<file path="src/rtl/mem_arb_pkg.sv">
// rtl/mem_arb_pkg.sv - shared types and constants for the cache memory arbiter
package mem_arb_pkg;

  typedef enum logic [1:0] {
    IDLE,
    WRITE,
    FILL_ISSUE,
    FILL_DRAIN
  } arb_state_t;

  typedef enum logic {
    OWNER_I,
    OWNER_D
  } owner_t;

  localparam int BLOCK_OFFSET_BITS = 4;
  localparam int WORDS_PER_BLOCK   = 8;

  // Index of the final word of a block; both counters wrap past it.
  localparam logic [2:0] LAST_WORD = 3'(WORDS_PER_BLOCK - 1);

  // Clears the byte offset within a 16-byte block.
  localparam logic [15:0] BLOCK_MASK = ~16'((1 << BLOCK_OFFSET_BITS) - 1);

endpackage

</file>
<file path="src/rtl/adder_16bit.sv">
// rtl/adder_16bit.sv - 16-bit adder, carry out discarded
module adder_16bit (
  input  logic [15:0] a,
  input  logic [15:0] b,
  output logic [15:0] sum
);

  assign sum = a + b;

endmodule

</file>
<file path="src/rtl/cache_mem_arbiter.sv">
// rtl/cache_mem_arbiter.sv - shares one pipelined memory port between I-fill, D-fill and D-store
module cache_mem_arbiter
  import mem_arb_pkg::*;
(
  input  logic        clk,
  input  logic        rst_n,
  input  logic        i_fill_req,
  input  logic [15:0] i_fill_addr,
  input  logic        d_fill_req,
  input  logic [15:0] d_fill_addr,
  input  logic        d_wr_req,
  input  logic [15:0] d_wr_addr,
  input  logic [15:0] d_wr_data,
  output logic        mem_en,
  output logic        mem_wr,
  output logic [15:0] mem_addr,
  output logic [15:0] mem_wdata,
  input  logic [15:0] mem_rdata,
  input  logic        mem_data_valid,
  output logic [15:0] fill_data,
  output logic [2:0]  fill_word,
  output logic        i_fill_valid,
  output logic        d_fill_valid,
  output logic        i_fill_done,
  output logic        d_fill_done,
  output logic        i_busy,
  output logic        d_busy,
  output logic        d_wr_ack
);

  arb_state_t  state;
  arb_state_t  state_next;
  owner_t      owner;
  owner_t      last_owner;
  owner_t      grant_owner;
  logic        grant_fill;
  logic [15:0] grant_addr;
  logic [15:0] base;
  logic [15:0] issue_addr;
  logic [2:0]  issue_cnt;
  logic [2:0]  ret_cnt;
  logic        in_fill;
  logic        ret_valid;
  logic        last_ret;

  assign in_fill   = (state == FILL_ISSUE) || (state == FILL_DRAIN);
  // Returns outside a fill are strays and must not reach either cache.
  assign ret_valid = in_fill && mem_data_valid;
  assign last_ret  = ret_valid && (ret_cnt == LAST_WORD);

  adder_16bit u_addr_add (
    .a   (base),
    .b   ({12'h000, issue_cnt, 1'b0}),
    .sum (issue_addr)
  );

  // State register.
  always_ff @(posedge clk) begin
    if (!rst_n) begin
      state <= IDLE;
    end else begin
      state <= state_next;
    end
  end

  // Arbitration, next state and memory-port drive.
  always_comb begin
    state_next  = state;
    grant_fill  = 1'b0;
    grant_owner = owner;
    grant_addr  = 16'h0000;
    mem_en      = 1'b0;
    mem_wr      = 1'b0;
    mem_addr    = 16'h0000;
    mem_wdata   = 16'h0000;
    d_wr_ack    = 1'b0;
    case (state)
      IDLE: begin
        if (d_wr_req) begin
          state_next = WRITE;
        end else if (i_fill_req && d_fill_req) begin
          // Round robin: whoever filled last yields.
          grant_fill  = 1'b1;
          grant_owner = (last_owner == OWNER_I) ? OWNER_D : OWNER_I;
        end else if (i_fill_req) begin
          grant_fill  = 1'b1;
          grant_owner = OWNER_I;
        end else if (d_fill_req) begin
          grant_fill  = 1'b1;
          grant_owner = OWNER_D;
        end
        if (grant_fill) begin
          state_next = FILL_ISSUE;
          grant_addr = (grant_owner == OWNER_I) ? i_fill_addr : d_fill_addr;
        end
      end
      WRITE: begin
        mem_en     = 1'b1;
        mem_wr     = 1'b1;
        mem_addr   = d_wr_addr;
        mem_wdata  = d_wr_data;
        d_wr_ack   = 1'b1;
        state_next = IDLE;
      end
      FILL_ISSUE: begin
        mem_en   = 1'b1;
        mem_addr = issue_addr;
        if (issue_cnt == LAST_WORD) begin
          state_next = last_ret ? IDLE : FILL_DRAIN;
        end
      end
      FILL_DRAIN: begin
        if (last_ret) begin
          state_next = IDLE;
        end
      end
      default: state_next = IDLE;
    endcase
  end

  // Fill bookkeeping: owner, block base, issue and return counters.
  always_ff @(posedge clk) begin
    if (!rst_n) begin
      owner      <= OWNER_I;
      last_owner <= OWNER_I;
      base       <= 16'h0000;
      issue_cnt  <= 3'd0;
      ret_cnt    <= 3'd0;
    end else begin
      if (grant_fill) begin
        owner     <= grant_owner;
        base      <= grant_addr & BLOCK_MASK;
        issue_cnt <= 3'd0;
        ret_cnt   <= 3'd0;
      end
      if (state == FILL_ISSUE) begin
        issue_cnt <= issue_cnt + 3'd1;
      end
      if (ret_valid) begin
        ret_cnt <= ret_cnt + 3'd1;
      end
      if (last_ret) begin
        last_owner <= owner;
      end
    end
  end

  assign fill_data    = ret_valid ? mem_rdata : 16'h0000;
  assign fill_word    = ret_cnt;
  assign i_fill_valid = ret_valid && (owner == OWNER_I);
  assign d_fill_valid = ret_valid && (owner == OWNER_D);
  assign i_fill_done  = last_ret && (owner == OWNER_I);
  assign d_fill_done  = last_ret && (owner == OWNER_D);
  assign i_busy       = i_fill_req || (in_fill && (owner == OWNER_I));
  assign d_busy       = d_fill_req || (in_fill && (owner == OWNER_D)) ||
                        (d_wr_req && !d_wr_ack);

endmodule

</file>
<file path="config.mk">
export PLATFORM = sky130hd
export DESIGN_NAME = cache_mem_arbiter
export DESIGN_NICKNAME = d
export VERILOG_FILES = /design/src/rtl/mem_arb_pkg.sv /design/src/rtl/adder_16bit.sv /design/src/rtl/cache_mem_arbiter.sv
export SDC_FILE = /design/constraint.sdc
export NUM_CORES = 1
export LEC_CHECK = 0
export ABC_CLOCK_PERIOD_IN_PS = 2850
export CORE_MARGIN = 1.5
export CORE_UTILIZATION = 59
export DETAILED_ROUTE_END_ITERATION = 12
export DONT_BUFFER_PORTS = 1
export GPL_ROUTABILITY_DRIVEN = 0
export HOLD_SLACK_MARGIN = 0.08
export PLACE_DENSITY = 0.75
export SYNTH_ARGS = -nofsm -noshare
export SYNTH_HDL_FRONTEND = slang
export SYNTH_HIERARCHICAL = 1
export SYNTH_SLANG_ARGS = --single-unit
export TNS_END_PERCENT = 10
</file>
<file path="constraint.sdc">
create_clock -name clk -period 2.85 [get_ports clk]
set_input_delay 0.57 -clock clk [delete_from_list [all_inputs] [get_ports clk]]
set_output_delay 0.57 -clock clk [all_outputs]
set_load 0.005 [all_outputs]
</file>
==> key figures <==
Run status
  • Outcome: finished, final reports clean

Timing
  • Tcrit/Tclk final: between 80% and 90%
  • Achievable Freq: 424.0 MHz
  • # setup viols final: 0
  • Setup TNS: 0 ns
  • Setup ws final: 0.4913 ns
  • Worst Max-Slew Pin Slew: between 0.8 and 0.9 ns
  • Final Max Slew Viols: 0
  • Hold Vio Cnt, Final: 0
  • Period minus WS final: ~2.4 ns
  • Max_slew headroom: between 40% and 50%
  • Skew final: between 0.002 and 0.0025 ns
  • RSZ-0062 raised after global routing: false

Detailed routing
  • Drt initial violations: approximately 160
  • Total Routed Length: ~6.4 mm
  • Router iterations before antenna repair: 5
  • Vias: about 2500
  • DR DRC count: 0
  • Antenna violation net count after detailed routing: 0
  • Vias per Instance: between 6 and 7
  • DR WL/cell: around 17 µm

Placed design
  • Worst slack, placed: between 0.7 and 0.8 ns
  • Final HPWL DP: approximately 4.9 mm
  • PortBufs: 0

Synthesis
  • Syn Inst Count: approximately 340
  • Yosys cell types: 46
  • Seq/Total Area, Yosys: between 15 and 20%
  • Asr flop ratio synth: 0%
  • Mapped cell area: between 0.002 and 0.003 mm²
  • Ys flop type: dfxtp_1
  • Syn_area_per_cell: between 7 and 8 µm²
  • Post-synth EDFFs: 0
  • YS warnings: 6
  • Register bit total from synthesis: 22

Cells and area
  • Fin nets: approximately 450
  • Commonest cells after routing, fill and taps aside: 37 x a21oi_1, 33 x and2_1, 25 x o221ai_1, 23 x ha_1
  • N_diodes: 0
  • Area grow syn2layout: 2.743%
  • Layout cell share with drive strength beyond 1: under 10%
  • Most common cell after layout, fill and taps aside: a21oi_1
  • Area of the multi-input gates: 0.002052 mm²
  • Final Core Density: approximately two thirds
  • Register area: roughly 440 µm²
  • Fillers: around 380

Power
  • P_int: about 1.0 mW
  • Peak VDD IR: between 0.4 and 0.5 mV
  • Switching Share: between 40% and 50%
  • Logic pwr share: about two thirds
  • PD cells: ~700 mW/mm²
  • Seq pwr share: between 20% and 30%
  • Leakage: approximately 1.0 nW
  • Clk pwr share: a little over a tenth
  • Total Power: approximately 1.9 mW
  • Psw: between 800 and 900 µW

Critical path
  • Crit path max-delay cell type: ha_1
  • Worst R2R End: base[8]
  • Arr. time, crit path: 1.79 ns
  • CP endpoint kind: output port
  • Worst setup SP type: flip-flop
  • Critical Path Max Stage Delay: around 0.62 ns
  • FF-to-FF Start: state[1]
  • CP required: between 2 and 2.5 ns
  • Setup CP Type: reg -> out
  • Crit-path cells: inv_1, ha_1, buf_4, and2_1
  • Crit path max fanout: 22
  • Reg2reg setup slack: 0.93 ns
  • Worst Reg2Reg Path Length in Cells: 5

Clock tree
  • Setup bufs post-CTS: 0
  • CTS Buffer Depth: 2
  • PostCTS Resize Cnt: 0
  • Clk_lat worst skew: 0.26 ns
  • CTS tree: built
  • Clock transition at the registers of the reported paths: 0.08 ns
  • CTS hold repair buffers: 0
  • Clock tree root buffer cell: clkbuf_8
  • H-tree levels: 1
  • Num CTS Buffers: 3
  • Clk sinks: 22

Floorplan
  • Row count: 23
  • Initial Util: around 63%
  • CORE AREA: between 0.004 and 0.005 mm²
  • IO Count: roughly 150
  • Die extent in x: 69.39 µm
  • Die Area: between 0.004 and 0.005 mm²
  • DIE HEIGHT: 69.39 µm

Global routing
  • Final global-route overflow total: 0
  • Pin count of the biggest net entering global routing: 24
  • First-pass GRT wire length: between 10 and 15 mm
  • Initial antenna violation count: 0
  • Vias in the first global route: around 2200
  • GRT Total Usage: 25.56%

Worst hold path
  • Worst min-delay path class: in -> reg
  • Min-Delay Startpoint: rst_n
  • WHS Path Cells: 1
  • Endpoint, Worst Hold: owner

Run
  • Max-Cap Viols: 0
[kinds of logic (layout without fill, tap and decap cells)]
kind of cell,after synthesis,in the layout,share of synthesized area (%)
buf+inv,39,19,6.593
simple gates,104,104,22.62
other cells,1,18,0.1442
fa+ha+maj,24,24,11.84
flops,22,22,16.94
compound gates,131,131,36.43
mux,1,1,0.3850
xor+xnor,15,15,5.053
[worst max-delay path: cells and delay by family, from the launching register on]
family / cells / cell delay (ns)
flops: 1 / 0.36
buf+inv: 2 / 0.38
fa+ha+maj: 1 / 0.62
simple gates: 1 / 0.16
[state kept, by name, summed over array words and instances (netlist names)]
register	flops
fill_word	3
base	12
last_owner	1
state	2
issue_cnt	3
owner	1
[worst max path at each step]
stage              from             to  slack [ns]  cells after the start
2_1_floorplan  state[0]  fill_data[10]        0.87                      7
5_1_grt        state[1]  mem_wdata[10]        0.34                      4
6_report       state[1]  mem_wdata[10]        0.49                      4
4_1_cts        state[1]  mem_wdata[10]        0.48                      4
3_3_place_gp   state[1]  mem_wdata[12]        0.85                      4
3_5_place_dp   state[1]  mem_wdata[10]        0.77                      4
[cell usage after synthesis (2+ instances only)]
library cell  instances  area (µm²)
a21oi_1              37       185.2
and2_1               33       206.5
o221ai_1             25       219.0
ha_1                 23       287.8
dfxtp_1              22       440.4
nor2b_1              22       137.6
a22oi_1              16       120.1
nand2_1              15       56.30
a311oi_1             14       122.6
clkbuf_1             12       45.04
buf_2                11       55.05
inv_1                11       41.29
nor2_1               11       41.29
o21ai_0              11       55.05
xnor2_1              10       87.58
nand3_1               7       35.03
o211ai_1              7       52.55
nand2b_1              6       37.54
xor2_1                5       43.79
a31oi_1               3       18.77
nor3_1                3       15.01
o21bai_1              3       22.52
a21o_1                2       15.01
a311oi_2              2       30.03
and2b_1               2       15.01
buf_1                 2       7.510
o21a_1                2       15.01
or2_2                 2       12.51
[metal layers]
layer | vias to the layer above | GRT usage [%] | routed length (µm)
met3 | 9 | 4.360 | 565
met4 | 0 | 8.061 | 89
met5 | - | 0 | 0
li1 | 1244 | - | -
met1 | 1113 | 32.89 | 2799
met2 | 128 | 43.38 | 2927
[through the flow]
| stage | instances | hold slack (ns) | cell area [µm²] |
|---|---|---|---|
| after global routing | 384 | 0.4252 | 2671 |
| after global placement | 381 | 0.4804 | 2630 |
| final | 384 | 0.4235 | 2671 |
| after detailed placement | 381 | 0.4856 | 2630 |
| after CTS | 384 | 0.4229 | 2671 |
| after floorplan | 354 | 0.4559 | 2664 |
[layout make-up]
class,instances,share of cell area (%)
multi-input combinational,293,76.82
sequential,22,16.49
tap,50,2.342
inverter,12,1.686
clock buffer,3,1.546
timing repair buffer,4,1.124
[power groups by stage]
stage | Sequential, mW | Combinational, mW | Clock (mW)
CTS | 0.438 | 1.22 | 0.197
finish | 0.439 | 1.24 | 0.196
global placement | 0.441 | 1.19 | 0
floorplan | 0.423 | 1.06 | 0
global route | 0.449 | 1.39 | 0.210
detailed placement | 0.444 | 1.21 | 0
No activity file was read; power rests on OpenSTA's default activity.
